==> src/rtl/branch_predictor_pkg.sv <==
// Shared types for the branch predictor: 2-bit confidence counter and table entry.
// Tags and targets are held zero-extended to 32 bits so the entry type is parameter-free.
package branch_predictor_pkg;

    localparam int unsigned XLEN = 32;

    typedef enum logic [1:0] {
        SNT = 2'd0,
        WNT = 2'd1,
        WT  = 2'd2,
        ST  = 2'd3
    } ctr_e;

    typedef struct packed {
        logic            valid;
        logic [XLEN-1:0] tag;
        ctr_e            ctr;
        logic [XLEN-1:0] target;
    } entry_t;

    // Jumps are always taken, so they start fully confident.
    function automatic ctr_e ctr_alloc(input logic is_jump);
        return is_jump ? ST : WT;
    endfunction

endpackage

==> src/rtl/sat_counter2.sv <==
// Saturating 2-bit counter next-state: step toward ST on taken, toward SNT otherwise.
module sat_counter2
    import branch_predictor_pkg::*;
(
    input  ctr_e cur,
    input  logic taken,
    output ctr_e nxt
);

    always_comb begin
        nxt = cur;
        unique case (cur)
            SNT: nxt = taken ? WNT : SNT;
            WNT: nxt = taken ? WT  : SNT;
            WT:  nxt = taken ? ST  : WNT;
            ST:  nxt = taken ? ST  : WT;
            default: nxt = cur;
        endcase
    end

endmodule

==> src/rtl/branch_predictor.sv <==
// Direct-mapped BTB with 2-bit counters: combinational fetch lookup, EX-stage update,
// mispredict/redirect generation and saturating statistics. Requires PC_W <= 32.
module branch_predictor
    import branch_predictor_pkg::*;
#(
    parameter int unsigned PC_W    = 9,
    parameter int unsigned ENTRIES = 16
) (
    input  logic            clk,
    input  logic            rst_n,
    input  logic [PC_W-1:0] if_pc,
    output logic            pred_taken,
    output logic [31:0]     pred_target,
    input  logic            ex_valid,
    input  logic [PC_W-1:0] ex_pc,
    input  logic            ex_is_jump,
    input  logic            ex_taken,
    input  logic [31:0]     ex_target,
    input  logic            ex_pred_taken,
    input  logic [31:0]     ex_pred_target,
    input  logic            flush_tbl,
    output logic            mispredict,
    output logic [31:0]     redirect_pc,
    output logic [31:0]     br_count,
    output logic [31:0]     mp_count
);

    localparam int unsigned IDX_W = $clog2(ENTRIES);

    entry_t tbl_q [ENTRIES];

    logic [IDX_W-1:0] if_idx;
    logic [IDX_W-1:0] ex_idx;
    logic [XLEN-1:0]  if_tag;
    logic [XLEN-1:0]  ex_tag;
    logic [XLEN-1:0]  ex_tgt_trunc;
    logic [XLEN-1:0]  ex_pc_ext;
    entry_t           if_entry;
    entry_t           ex_entry;
    entry_t           upd_entry;
    logic             if_hit;
    logic             ex_hit;
    logic             upd_en;
    ctr_e             ctr_step;
    logic [31:0]      br_count_q;
    logic [31:0]      mp_count_q;
    logic             unused_if_pc_lo;

    // Instructions are word aligned; the low PC bits never select anything.
    assign unused_if_pc_lo = ^if_pc[1:0];

    assign if_idx       = if_pc[IDX_W+1:2];
    assign ex_idx       = ex_pc[IDX_W+1:2];
    assign if_tag       = XLEN'(if_pc[PC_W-1:IDX_W+2]);
    assign ex_tag       = XLEN'(ex_pc[PC_W-1:IDX_W+2]);
    assign ex_tgt_trunc = XLEN'(ex_target[PC_W-1:0]);
    assign ex_pc_ext    = XLEN'(ex_pc);

    // Lookup reads the registered table directly: same-cycle updates are not bypassed.
    assign if_entry    = tbl_q[if_idx];
    assign ex_entry    = tbl_q[ex_idx];
    assign if_hit      = if_entry.valid && (if_entry.tag == if_tag);
    assign ex_hit      = ex_entry.valid && (ex_entry.tag == ex_tag);
    assign pred_taken  = if_hit && if_entry.ctr[1];
    assign pred_target = if_hit ? if_entry.target : '0;

    sat_counter2 u_sat_counter2 (
        .cur   (ex_entry.ctr),
        .taken (ex_taken),
        .nxt   (ctr_step)
    );

    always_comb begin
        upd_en    = 1'b0;
        upd_entry = ex_entry;
        if (ex_valid) begin
            if (ex_hit) begin
                upd_en = 1'b1;
                if (ex_is_jump) begin
                    upd_entry.ctr    = ST;
                    upd_entry.target = ex_tgt_trunc;
                end else begin
                    upd_entry.ctr = ctr_step;
                    if (ex_taken) begin
                        upd_entry.target = ex_tgt_trunc;
                    end
                end
            end else if (ex_taken) begin
                // Miss on a taken branch evicts whatever shares the index.
                upd_en           = 1'b1;
                upd_entry.valid  = 1'b1;
                upd_entry.tag    = ex_tag;
                upd_entry.ctr    = ctr_alloc(ex_is_jump);
                upd_entry.target = ex_tgt_trunc;
            end
        end
    end

    always_ff @(posedge clk) begin
        if (!rst_n) begin
            for (int unsigned i = 0; i < ENTRIES; i++) begin
                tbl_q[i] <= '{valid: 1'b0, tag: '0, ctr: WNT, target: '0};
            end
        end else if (flush_tbl) begin
            for (int unsigned i = 0; i < ENTRIES; i++) begin
                tbl_q[i].valid <= 1'b0;
            end
        end else if (upd_en) begin
            tbl_q[ex_idx] <= upd_entry;
        end
    end

    always_comb begin
        mispredict  = 1'b0;
        redirect_pc = '0;
        if (ex_valid) begin
            mispredict  = (ex_taken ^ ex_pred_taken) ||
                          (ex_taken && (ex_target != ex_pred_target));
            redirect_pc = ex_taken ? ex_target : ex_pc_ext + 32'd4;
        end
    end

    // Statistics keep counting through a flush; only reset clears them.
    always_ff @(posedge clk) begin
        if (!rst_n) begin
            br_count_q <= '0;
            mp_count_q <= '0;
        end else begin
            if (ex_valid && (br_count_q != 32'hFFFF_FFFF)) begin
                br_count_q <= br_count_q + 32'd1;
            end
            if (mispredict && (mp_count_q != 32'hFFFF_FFFF)) begin
                mp_count_q <= mp_count_q + 32'd1;
            end
        end
    end

    assign br_count = br_count_q;
    assign mp_count = mp_count_q;

endmodule

==> config.mk <==
export PLATFORM = sky130hd
export DESIGN_NAME = branch_predictor
export DESIGN_NICKNAME = d
export VERILOG_FILES = /design/src/rtl/branch_predictor_pkg.sv /design/src/rtl/sat_counter2.sv /design/src/rtl/branch_predictor.sv
export SDC_FILE = /design/constraint.sdc
export NUM_CORES = 2
export LEC_CHECK = 0
export ABC_CLOCK_PERIOD_IN_PS = 8330
export CORE_ASPECT_RATIO = 0.5
export CORE_MARGIN = 4
export CORE_UTILIZATION = 45
export DETAILED_ROUTE_END_ITERATION = 8
export DONT_BUFFER_PORTS = 1
export SLEW_MARGIN = 40
export SYNTH_ARGS = -nofsm -noshare
export SYNTH_HDL_FRONTEND = slang
export SYNTH_SLANG_ARGS = --single-unit
==> constraint.sdc <==
create_clock -name clk -period 8.33 [get_ports clk]
set_input_delay 1.666 -clock clk [delete_from_list [all_inputs] [get_ports clk]]
set_output_delay 1.666 -clock clk [all_outputs]
set_load 0.02 [all_outputs]
==> results.json <==
{
  "hold_viol_final": 0,
  "io_pins": 219,
  "slew_viol_final": 0,
  "drc": 0,
  "hold_ws_ps": 614,
  "hold_path.class": "reg -> reg",
  "postCtsHoldBufs": 0,
  "cp_max_fo": 150,
  "drive_gt1_share_pct": 18.6,
  "clockBufferDepth": 3,
  "fin_cells": 5515,
  "routed-via-count": 32400,
  "grt_pass1_vias": 32500,
  "yosys_register_bits": 1136,
  "setup_ws_ps": 1730,
  "fmax_ghz": 0.152,
  "maxCapViolCount": 0,
  "fillers": 9714,
  "grt_max_degree": 307,
  "final_common_cell": "edfxtp_1",
  "synth_edf_count": 1072,
  "vias_per_cell": 5.88,
  "path_class": "in -> reg",
  "r2r_setup_slack_ps": 2980,
  "fin_crit_ps": 6600,
  "die-area_mm2": 0.123,
  "max_slew.worst_pin.slew_ps": 958,
  "grt_usage_pct": 24.1,
  "placementRows": 88,
  "cts_tree": "built",
  "ys_seq_area_share_pct": 63.4,
  "cts_root_buffer": "clkbuf_16",
  "async_reset_ff_share_pct": 0,
  "drtIter0Drc": 3483,
  "h-tree-depth": 3,
  "coreArea_mm2": 0.116,
  "place.port_buffers": 0,
  "ir_worst_vdd_mv": 0.164,
  "outcome": "completed",
  "initial_utilization_pct": 45.6,
  "cts_setup_buffers": 0,
  "ant_nets": 0,
  "yosys_warnings": 0,
  "clkLatencyLatePin_ps": 720,
  "cp-start-kind": "input port",
  "dpl_worst_slack_ps": 1870,
  "wirelength_um": 150000,
  "layout_common_cells": "1072 x edfxtp_1, 596 x nor2_1, 464 x conb_1, 375 x mux4_2, 109 x clkbuf_16",
  "syn-cell-area_mm2": 0.0528,
  "total_leakage_power_nw": 20.3,
  "power_mw": 12.4,
  "arrival_ps": 7030,
  "clock_skew_ps": 39.3,
  "grt_setup_unrepaired": "no",
  "die_x_um": 492,
  "grt_overflow": 0,
  "finalSetupViolCount": 0,
  "drt-pass1-iter-count": 5,
  "cts_buffers": 105,
  "gp_congestion": 0.827,
  "final.period_utilization_pct": 79.2,
  "synth_ff_type": "edfxtp_1",
  "clk_pin_slew_ps": 60,
  "endpoint_kind": "flop",
  "hpwl_um": 82200,
  "antenna_found_initial": 2,
  "place_inst": 5317,
  "syn-instance-count": 3506,
  "grt_pass1_wl_um": 219000,
  "cts.sink_count": 1136,
  "synthDistinctLibCells": 78,
  "setup_tns_ps": 0,
  "wire_per_inst_um": 27.2,
  "slew_headroom_pct": 36.1,
  "cts_resized": 0,
  "area_growth_pct": 12.5,
  "dieHeight_um": 250,
  "n_antenna_cell": 0,
  "required_ps": 8760,
  "synth.avg_cell_area_um2": 15.1,
  "fin_nets": 3947,
  "p_per_area_mw_per_mm2": 209
}
-- through the flow --
stage	instance area (um^2)	utilization, %
after floorplan	54500	-
after global placement	55900	48.3
after detailed placement	56000	48.3
after CTS	59300	51.2
after global routing	59400	51.3
final	59400	51.3
-- final timing paths --
kind | to | depth (start not counted) | from
worst min-delay path | mp_count[6] | 2 | mp_count[6]
worst max register to register | tbl_q[9][10] | 11 | tbl_q[15][39]
worst max-delay path | tbl_q[9][10] | 13 | ex_pc[2]
worst min register to register | mp_count[6] | 2 | mp_count[6]
-- metal layers --
layer	share of wire, %	vias to the layer above	wire length (um)	global-route usage, %
met5	0.0060	-	9	0
met4	3.0	2	4540	6.92
met3	9.0	270	13500	4.37
met2	48	1574	71500	38.8
met1	40	16800	60600	34.0
li1	-	13800	-	-
-- worst max-delay path, stage by stage --
cell and delay [ps]:
buf_16 430, inv_2 530, o311ai_0 540, buf_4 230, a21oi_1 70, nor4_1 390, nand4b_1 310, or3_1 540
o41ai_4 320, buf_4 580, buf_4 420, nand2b_1 560, nor2_1 100
-- sequential cells by signal, indices dropped and copies added, names as in the netlist --
register and cells:
mp_count 32, tbl_q 1072, br_count 32
-- area by class of cell --
cell class / instances / area (um^2) / share of cell area, %
flip-flops and latches: 1136 / 33500 / 56.4
multi-input cells: 2501 / 19700 / 33.3
clock buffers: 138 / 2870 / 4.83
well taps: 1575 / 1970 / 3.32
repair buffers: 61 / 726 / 1.22
clock inverters: 57 / 418 / 0.704
inverters: 47 / 178 / 0.299
-- kinds of logic (layout without fill, tap and decap cells) --
family                     count (synthesis)  after routing  synth area share [%]
and+or+nand+nor                         1311           1311                  12.2
DFF                                     1136           1136                  63.4
muxes                                    431            431                  17.1
buffers and inverters                    332            303                  3.03
AOI/OAI and AO/OA                        199            199                  2.63
xor gates and xnor gates                  90             90                  1.49
adders and majority gates                  6              6                 0.142
other                                      1            464               0.00710
-- synthesized netlist by cell type (19+ instances only) --
master	count	area share, %
a21oi_1	51	0.48
and2_1	58	0.69
and3_1	32	0.38
buf_1	21	0.15
buf_2	32	0.30
buf_4	47	0.67
clkbuf_1	167	1.2
dfxtp_1	64	2.4
edfxtp_1	1072	61
inv_1	44	0.31
mux2i_1	45	0.85
mux4_2	375	16
nand2_1	92	0.65
nand2b_1	42	0.50
nand3_1	44	0.42
nand4_1	49	0.58
nor2_1	596	4.2
nor2_2	90	1.1
nor2b_1	42	0.50
nor3_1	94	0.89
nor4_1	93	1.1
o21ai_0	37	0.35
or3_1	22	0.26
or4_1	19	0.27
xnor2_1	44	0.73
xor2_1	46	0.76
-- power breakdown --
| group | leakage [nW] | switching, mW | internal [mW] | total [mW] |
|---|---|---|---|---|
| combinational | 7.36 | 0.576 | 0.407 | 0.983 |
| sequential | 11.3 | 0.145 | 6.56 | 6.70 |
| clock | 1.63 | 2.13 | 2.60 | 4.73 |
Power figures use the tool's default switching activity.
